===== src/rtl/uart_tx_arbiter.sv =====
// uart_tx_arbiter
//
// Shares one uart_send transmitter between NUM_REQ byte producers. One
// requester is picked per byte by round-robin; its byte is handed to
// uart_send with a one-cycle send_en pulse and then tracked against
// tx_busy. A requester can lock the grant across several bytes so that
// frames from different producers never interleave on the wire.
//
// Ports:
//   sys_clk      system clock
//   sys_rst      asynchronous, active-high reset
//   req_valid    per-requester byte valid
//   req_data     byte of requester i on bits [8i+7:8i]
//   req_lock     hold the grant for this requester's next byte
//   req_ready    one-hot accept strobe (combinational)
//   tx_busy      busy flag from uart_send
//   send_en      one-cycle start pulse to uart_send
//   send_data    byte being sent (held until the next transfer)
//   grant_id     requester whose byte is in flight (held until the next transfer)
//   locked       a locked frame is in progress
//   timeout_err  one-cycle pulse when tx_busy never rose after send_en
//
// Handshake: a byte moves on a rising sys_clk edge where req_valid[i] and
// req_ready[i] are both high. req_ready is only ever raised for the current
// winner, only in IDLE with tx_busy low, and only while that requester is
// valid. A requester may drop req_valid at any time without penalty.
//
// The FSM state register is state_q, named so checkers can bind to it.

module uart_tx_arbiter #(
    parameter int NUM_REQ      = 4,
    parameter int ID_W         = 2,
    parameter int BUSY_TIMEOUT = 16
) (
    input  logic                 sys_clk,
    input  logic                 sys_rst,
    input  logic [NUM_REQ-1:0]   req_valid,
    input  logic [8*NUM_REQ-1:0] req_data,
    input  logic [NUM_REQ-1:0]   req_lock,
    output logic [NUM_REQ-1:0]   req_ready,
    input  logic                 tx_busy,
    output logic                 send_en,
    output logic [7:0]           send_data,
    output logic [ID_W-1:0]      grant_id,
    output logic                 locked,
    output logic                 timeout_err
);

    localparam int CNT_W = $clog2(BUSY_TIMEOUT);

    typedef enum logic [1:0] {
        IDLE      = 2'd0,
        ISSUE     = 2'd1,
        WAIT_BUSY = 2'd2,
        WAIT_DONE = 2'd3
    } state_t;

    state_t           state_q;
    state_t           state_d;
    logic [CNT_W-1:0] cnt_q;

    logic               found;
    logic [ID_W-1:0]    win_id;
    logic [7:0]         win_data;
    logic               win_lock;
    logic [NUM_REQ-1:0] win_onehot;
    logic               accept;

    // Winner selection. grant_id doubles as the round-robin pointer: it is
    // always the id of the last accepted requester, so scanning from
    // grant_id+1 gives round-robin order. While locked, only the holder is
    // eligible; it sits at distance NUM_REQ in the scan, so the same loop
    // covers both cases.
    always_comb begin
        found      = 1'b0;
        win_id     = grant_id;
        win_data   = 8'h00;
        win_lock   = 1'b0;
        win_onehot = '0;
        for (int k = 1; k <= NUM_REQ; k++) begin
            for (int i = 0; i < NUM_REQ; i++) begin
                if (!found && req_valid[i]
                    && (i == (int'(grant_id) + k) % NUM_REQ)
                    && (!locked || i == int'(grant_id))) begin
                    found         = 1'b1;
                    win_id        = ID_W'(i);
                    win_data      = req_data[8*i +: 8];
                    win_lock      = req_lock[i];
                    win_onehot[i] = 1'b1;
                end
            end
        end
    end

    always_ff @(posedge sys_clk or posedge sys_rst) begin
        if (sys_rst) begin
            state_q <= IDLE;
        end else begin
            state_q <= state_d;
        end
    end

    always_comb begin
        state_d     = state_q;
        req_ready   = '0;
        send_en     = 1'b0;
        timeout_err = 1'b0;
        case (state_q)
            IDLE: begin
                // While uart_send is still busy nothing is offered.
                if (!tx_busy) begin
                    req_ready = win_onehot;
                    if (found) begin
                        state_d = ISSUE;
                    end
                end
            end
            ISSUE: begin
                send_en = 1'b1;
                state_d = WAIT_BUSY;
            end
            WAIT_BUSY: begin
                if (tx_busy) begin
                    state_d = WAIT_DONE;
                end else if (cnt_q == CNT_W'(BUSY_TIMEOUT - 1)) begin
                    // uart_send never started: drop the byte and move on.
                    timeout_err = 1'b1;
                    state_d     = IDLE;
                end
            end
            WAIT_DONE: begin
                if (!tx_busy) begin
                    state_d = IDLE;
                end
            end
            default: state_d = IDLE;
        endcase
    end

    assign accept = |(req_valid & req_ready);

    always_ff @(posedge sys_clk or posedge sys_rst) begin
        if (sys_rst) begin
            send_data <= 8'h00;
            grant_id  <= ID_W'(NUM_REQ - 1);
            locked    <= 1'b0;
            cnt_q     <= '0;
        end else begin
            if (accept) begin
                send_data <= win_data;
                grant_id  <= win_id;
                locked    <= win_lock;
            end else if (timeout_err) begin
                // A dead transmitter must not leave the other requesters
                // stalled behind a lock that will never be released.
                locked <= 1'b0;
            end

            if (state_q == ISSUE) begin
                cnt_q <= '0;
            end else if (state_q == WAIT_BUSY && !tx_busy && !timeout_err) begin
                cnt_q <= cnt_q + 1'b1;
            end
        end
    end

endmodule


===== config.mk =====
export PLATFORM = sky130hd
export DESIGN_NAME = uart_tx_arbiter
export DESIGN_NICKNAME = d
export VERILOG_FILES = /design/src/rtl/uart_tx_arbiter.sv
export SDC_FILE = /design/constraint.sdc
export NUM_CORES = 1
export LEC_CHECK = 0
export CORE_MARGIN = 4
export CORE_UTILIZATION = 55
export CTS_CLUSTER_DIAMETER = 200
export DETAILED_ROUTE_END_ITERATION = 16
export HOLD_SLACK_MARGIN = 0.12
export MAX_ROUTING_LAYER = met4
export PLACE_DENSITY = 0.95
export SETUP_SLACK_MARGIN = 0.02
export SLEW_MARGIN = 20
export SYNTH_ARGS = -nofsm -noshare
export SYNTH_HDL_FRONTEND = slang
export SYNTH_SLANG_ARGS = --single-unit
export TNS_END_PERCENT = 30

===== constraint.sdc =====
create_clock -name sys_clk -period 4.2 [get_ports sys_clk]
set_input_delay 1.26 -clock sys_clk [delete_from_list [all_inputs] [get_ports sys_clk]]
set_output_delay 1.26 -clock sys_clk [all_outputs]
set_load 0.1 [all_outputs]

# Word-level counts from Yosys, hierarchy flattened
# Cells that the tools add are included.
# word_totals
word_cells	220
inputBits	43
ff_bits	17
# classes
reduce_logical	87
eq_ne	23
n_addsub	5
mux	95
n_bitwise	5
# op_table
cell	n
32-bit logical NOT	4
8-bit two-way mux	16
1-bit two-way mux	53
1-bit logical AND	49
2-bit two-way mux	21
3-bit equality test (first input constant)	8
1-bit logical NOT	18
4-bit two-way mux	4
16-bit nonzero test	1
2-bit by 3-bit equality test with 1-bit output (first input constant)	4
2-bit one-hot mux with 4 select lines	1
2-bit OR reduction	4
2-bit inequality test (second input constant)	3
2-bit by 1-bit adder with 2-bit output (second input constant)	2
2-bit adder (second input constant)	2
4-bit by 1-bit adder with 4-bit output (second input constant)	1
1-bit bitwise AND (first input constant)	4
4-bit bitwise AND	1
2-bit equality test (first input constant)	2
2-bit equality test (second input constant)	2
4-bit equality test (second input constant)	1
2-bit logical NOT	2
1-bit logical OR	4
4-bit AND reduction	1
other kinds (6)	7

# Logic depth before layout (Yosys ltp)
# depth
ltp_word	87
depth_mapped	10
ltp_nobuf	7

# Least setup slack after synthesis
# OpenSTA, ideal clock, no wires.
# synth_path
path_kind	input to output
from	in req_valid[0]
to	out req_ready[2]
t_arrival_ns	3.304
setup_slack_ns	-0.364
path_stages	5
path_buffers	1
path_cell_list	buf_2 nor4_2 o211a_1 nor3_1 nor2_1
# synth_between
elab_chain_len	75
word_cells_on_any_way	78
cone_classes	mux (20); reduce/logical (58)
# synth_lines
element	line_no	text
start: declaration	37	input logic [NUM_REQ-1:0] req_valid,
1-bit logical AND	83	&& (i == (int'(grant_id) + k) % NUM_REQ)
1-bit logical AND	84	&& (!locked || i == int'(grant_id))) begin
1-bit two-way mux	82	if (!found && req_valid[i]
1-bit logical NOT	82	
1-bit logical AND	82	
1-bit logical AND	83	
1-bit logical AND	84	
1-bit two-way mux	82	
(+59 left out)	-	
1-bit two-way mux	82	
1-bit logical NOT	82	
1-bit logical AND	82	
1-bit logical AND	83	
1-bit logical AND	84	
1-bit two-way mux *	82	
4-bit two-way mux *	111	if (!tx_busy) begin
4-bit two-way mux *	108	case (state_q)
end: declaration	40	output logic [NUM_REQ-1:0] req_ready,
# Every way passes the cells marked *; elsewhere a longest branch is shown, timed or not.

# Worst setup path after layout
# layout_path
from	in req_valid[3]
to	out req_ready[1]
# layout_between
elab_chain_len	56
word_cells_on_any_way	58
cone_classes	mux (15); reduce/logical (43)
# layout_lines
element	line_no
1-bit logical AND	82
1-bit logical AND	83
1-bit logical AND	84
1-bit two-way mux	82
1-bit logical NOT	82
1-bit logical AND	82
1-bit logical AND	83
1-bit logical AND	84
(+40 left out)	-
1-bit two-way mux	82
1-bit logical NOT	82
1-bit logical AND	82
1-bit logical AND	83
1-bit logical AND	84
1-bit two-way mux *	82
4-bit two-way mux *	111
4-bit two-way mux *	108
# Marks and branches as above.

==> flow_results.xml <==
<?xml version="1.0" encoding="UTF-8"?>
<metrics>
  <group name="floorplan">
    <metric name="die-width" unit="um">75.0</metric>
    <metric name="design.portCount" unit="">60</metric>
    <metric name="floorplan.initialDensity" unit="">0.567</metric>
    <metric name="floorplan.die.height" unit="um">75.0</metric>
    <metric name="placement_rows" unit="">24</metric>
    <metric name="core-area" unit="um^2">4350</metric>
    <metric name="die_area" unit="um^2">5620</metric>
  </group>
  <group name="setup_path">
    <metric name="reg2reg_slack" unit="ps">1190</metric>
    <metric name="cp-startpoint" unit="">req_valid[3]</metric>
    <metric name="critPathRequiredTime" unit="ps">2940</metric>
    <metric name="endpoint_kind" unit="">output port</metric>
    <metric name="arrival" unit="ps">2830</metric>
    <metric name="crit_path_cell_trace" unit="">clkdlybuf4s50_1 -&gt; and2_4 -&gt; nor3_2 -&gt; o31a_2 -&gt; o2111ai_1 -&gt; inv_1 -&gt; buf_12</metric>
    <metric name="critical_path_class" unit="">primary input to output port</metric>
    <metric name="destination_of_the_critical_timing_path" unit="">req_ready[1]</metric>
    <metric name="timing.critical_path.slowest_cell_delay" unit="ps">490</metric>
    <metric name="worstSetupStartpointType" unit="">primary input</metric>
    <metric name="crit_path_max_fanout" unit="">3</metric>
    <metric name="cp_slowest_cell" unit="">clkdlybuf4s50_1</metric>
    <metric name="worst_r2r_startpoint" unit="">grant_id[0]</metric>
    <metric name="critPathTopFamily" unit="">buffers and inverters</metric>
    <metric name="crit_buf_inv" unit="">3</metric>
    <metric name="r2r-end" unit="">send_data[2]</metric>
    <metric name="timing.critical_path.depth" unit="">7</metric>
    <metric name="ff2ff_path_depth" unit="">8</metric>
  </group>
  <group name="finish">
    <metric name="post_layout_nonfiller_instances" unit="">448</metric>
    <metric name="filler_cell_count" unit="">330</metric>
    <metric name="finish.net_count" unit="">441</metric>
    <metric name="syn2layout_area_growth" unit="%">32.6</metric>
    <metric name="layout_commonest_cell" unit="">clkdlybuf4s50_1</metric>
    <metric name="proportion_of_layout_cells_with_a_drive_suffix_above_1" unit="">0.164</metric>
    <metric name="final_cell_mix" unit="">clkdlybuf4s50_1, buf_4, nor2_1, o21ai_0, nand2_1</metric>
    <metric name="antenna_diode_count" unit="">0</metric>
  </group>
  <group name="synthesis">
    <metric name="synthesis.area_per_instance" unit="um^2">7.44</metric>
    <metric name="synthCells" unit="">332</metric>
    <metric name="netlist_area" unit="um^2">2470</metric>
    <metric name="synth.top_cells.by_area" unit="">dfrtp_1, o21ai_0, a22oi_1</metric>
    <metric name="synth_enable_flop_cells" unit="">0</metric>
    <metric name="synth_area_leader_cell" unit="">dfrtp_1</metric>
    <metric name="async_flop_share" unit="">1.00</metric>
    <metric name="netlist.area_leader.share" unit="">0.152</metric>
    <metric name="post_synth_num_cell_types" unit="">77</metric>
    <metric name="yosysSeqAreaShare" unit="">0.173</metric>
    <metric name="synthesis.nets" unit="">376</metric>
    <metric name="most_used_dff_post_synth" unit="">dfrtp_1</metric>
    <metric name="yosysWarnings" unit="">0</metric>
    <metric name="synth_seq_cells" unit="">17</metric>
  </group>
  <group name="clock_network">
    <metric name="clock-root-buffer" unit="">clkbuf_8</metric>
    <metric name="path_clk_slew" unit="ps">70</metric>
    <metric name="h-tree-depth" unit="">1</metric>
    <metric name="post-cts-setup-buffers" unit="">0</metric>
    <metric name="sinks_on_the_clock_net" unit="">17</metric>
    <metric name="worstSkewPairLatency" unit="ps">260</metric>
    <metric name="cts-buffers-inserted" unit="">3</metric>
    <metric name="tritoncts" unit="">built</metric>
    <metric name="cts.path.max_buffers" unit="">2</metric>
  </group>
  <group name="sta">
    <metric name="tns" unit="ps">0</metric>
    <metric name="tightestPinTransition" unit="ps">973</metric>
    <metric name="timing_max_transition_violations_final" unit="">0</metric>
    <metric name="relSlewSlack" unit="">0.349</metric>
    <metric name="fin_hold_ws" unit="ps">510</metric>
    <metric name="period_share" unit="">0.975</metric>
    <metric name="skew" unit="ps">5.20</metric>
    <metric name="setup_viol" unit="">0</metric>
    <metric name="rsz0062_at_grt" unit="">no</metric>
    <metric name="timing.fmax" unit="GHz">0.244</metric>
    <metric name="report.final.hold_viol_count" unit="">0</metric>
    <metric name="layout_min_cycle_time" unit="ps">4090</metric>
  </group>
  <group name="drt">
    <metric name="drc" unit="">0</metric>
    <metric name="drt.antenna.violating_nets" unit="">0</metric>
    <metric name="vias" unit="">3347</metric>
    <metric name="wl_per_cell" unit="um">21.5</metric>
    <metric name="detail_route.wirelength" unit="mm">9.61</metric>
    <metric name="detailedRoute.firstPassIterationCount" unit="">8</metric>
    <metric name="avgViaCountPerCell" unit="">7.47</metric>
    <metric name="detailedRoute.firstIterationViolations" unit="">538</metric>
  </group>
  <group name="run">
    <metric name="maxCapViolations" unit="">0</metric>
  </group>
  <group name="global_routing">
    <metric name="globalRouteOverflowTotal" unit="">0</metric>
    <metric name="pin_count_of_the_biggest_net_entering_global_routing" unit="">34</metric>
    <metric name="grt_antenna_before_repair" unit="">0</metric>
    <metric name="global_route.usage.total" unit="">0.354</metric>
    <metric name="grt_first_pass_wirelength" unit="mm">15.0</metric>
    <metric name="vias_in_the_first_global_route" unit="">3229</metric>
  </group>
  <group name="pwr">
    <metric name="comb_power_share" unit="">0.784</metric>
    <metric name="power.ir.vdd_worst" unit="mV">0.730</metric>
    <metric name="pwr-share-clk" unit="">0.054</metric>
    <metric name="power.density" unit="nW/um^2">697</metric>
    <metric name="switching_share" unit="">0.593</metric>
    <metric name="p_sw" unit="W">0.00135</metric>
    <metric name="seqPwrFrac" unit="">0.163</metric>
    <metric name="power.static_leakage" unit="nW">1.29</metric>
    <metric name="pint" unit="W">0.000929</metric>
  </group>
  <group name="hold_path">
    <metric name="hold_path_class" unit="">register to register</metric>
    <metric name="hold_path_origin" unit="">send_data[0]</metric>
  </group>
  <group name="run_status">
    <metric name="status" unit="">completed</metric>
  </group>
  <group name="place">
    <metric name="post-dp-hpwl" unit="mm">7.11</metric>
    <metric name="numPlacedInstances" unit="">444</metric>
    <metric name="port_buffers" unit="">59</metric>
    <metric name="routabilityCongestion" unit="">1.15</metric>
  </group>
</metrics>
## cell usage after synthesis, drive strengths merged (4+ instances only)
cell    count
a21oi      20
nor3        8
a21o        6
o22a        6
nand2b      6
o31ai       6
buf        21
a222oi      6
and3        5
o221ai      6
o21ai      33
nor2b      11
and2        4
dfrtp      15
clkbuf      5
inv        14
a22oi      15
o22ai       6
nand4       5
nor4        6
a221oi      8
nand2      23
a22o        5
a31oi       6
nor2       30
## cell type report
class / count / area, um^2 / area share
Timing Repair Buffer: 86 / 833 / 0.254
Inverter: 14 / 52.6 / 0.0160
Clock buffer: 4 / 45.0 / 0.0138
Multi-Input combinational cell: 275 / 1850 / 0.565
Tap cell: 52 / 65.1 / 0.0199
Sequential cell: 17 / 428 / 0.131
## registers in the layout, summed over array words and instances (netlist names)
register,count
cnt_q,4
locked,1
send_data,8
state_q,2
grant_id,2
## worst min path at each step
stage              endpoint  slack [ps]  depth (start not counted)
5_1_grt        send_data[0]         540                          1
3_3_place_gp   send_data[0]         490                          1
3_5_place_dp   send_data[0]         500                          1
4_1_cts        send_data[0]         510                          1
2_1_floorplan      cnt_q[1]         510                          2
6_report       send_data[0]         510                          1
## metal layers
metal / global-route usage / wire length [um] / vias to the layer above
met2: 0.561 / 4360 / 321
li1: - / - / 1433
met1: 0.406 / 3340 / 1504
met4: 0.192 / 638 / 0
met5: - / 0 / -
met3: 0.0961 / 1270 / 89
## stage by stage
| step | total power [W] | setup WS, ps | instance area [um^2] | util |
|---|---|---|---|---|
| after floorplan | 0.00167 | 69.0 | 2470 | - |
| after global placement | 0.00206 | 2.34 | 3220 | 0.739 |
| after detailed placement | 0.00210 | -47.8 | 3220 | 0.739 |
| after CTS | 0.00223 | 18.9 | 3260 | 0.748 |
| after global routing | 0.00240 | 20.4 | 3270 | 0.752 |
| final | 0.00228 | 107 | 3270 | 0.752 |
## power by group through the flow
stage	logic [W]	registers [W]	clock network, W
3_3_place_gp	0.00169	0.000362	0
3_5_place_dp	0.00173	0.000369	0
6_report	0.00179	0.000371	0.000122
5_1_grt	0.00188	0.000382	0.000131
2_1_floorplan	0.000991	0.000677	0
4_1_cts	0.00174	0.000368	0.000122
## logic make-up after synthesis
kind of cell / after synthesis / share of synthesized area
and+or+nand+nor: 116 / 0.266
xor gates and xnor gates: 2 / 0.00710
DFF: 17 / 0.173
AOI/OAI and AO/OA: 154 / 0.457
adders and majority gates: 1 / 0.00507
muxes: 2 / 0.00811
buffers and inverters: 40 / 0.0836
## repair_timing
action / CTS / global route
pin swaps: 0 / 1
hold buffers: 0 / 0
resized for setup: 2 / 5
endpoints found under the setup margin: 4 / 3
hold endpoints to repair: 0 / 0
(Power assumes the default switching activity.)
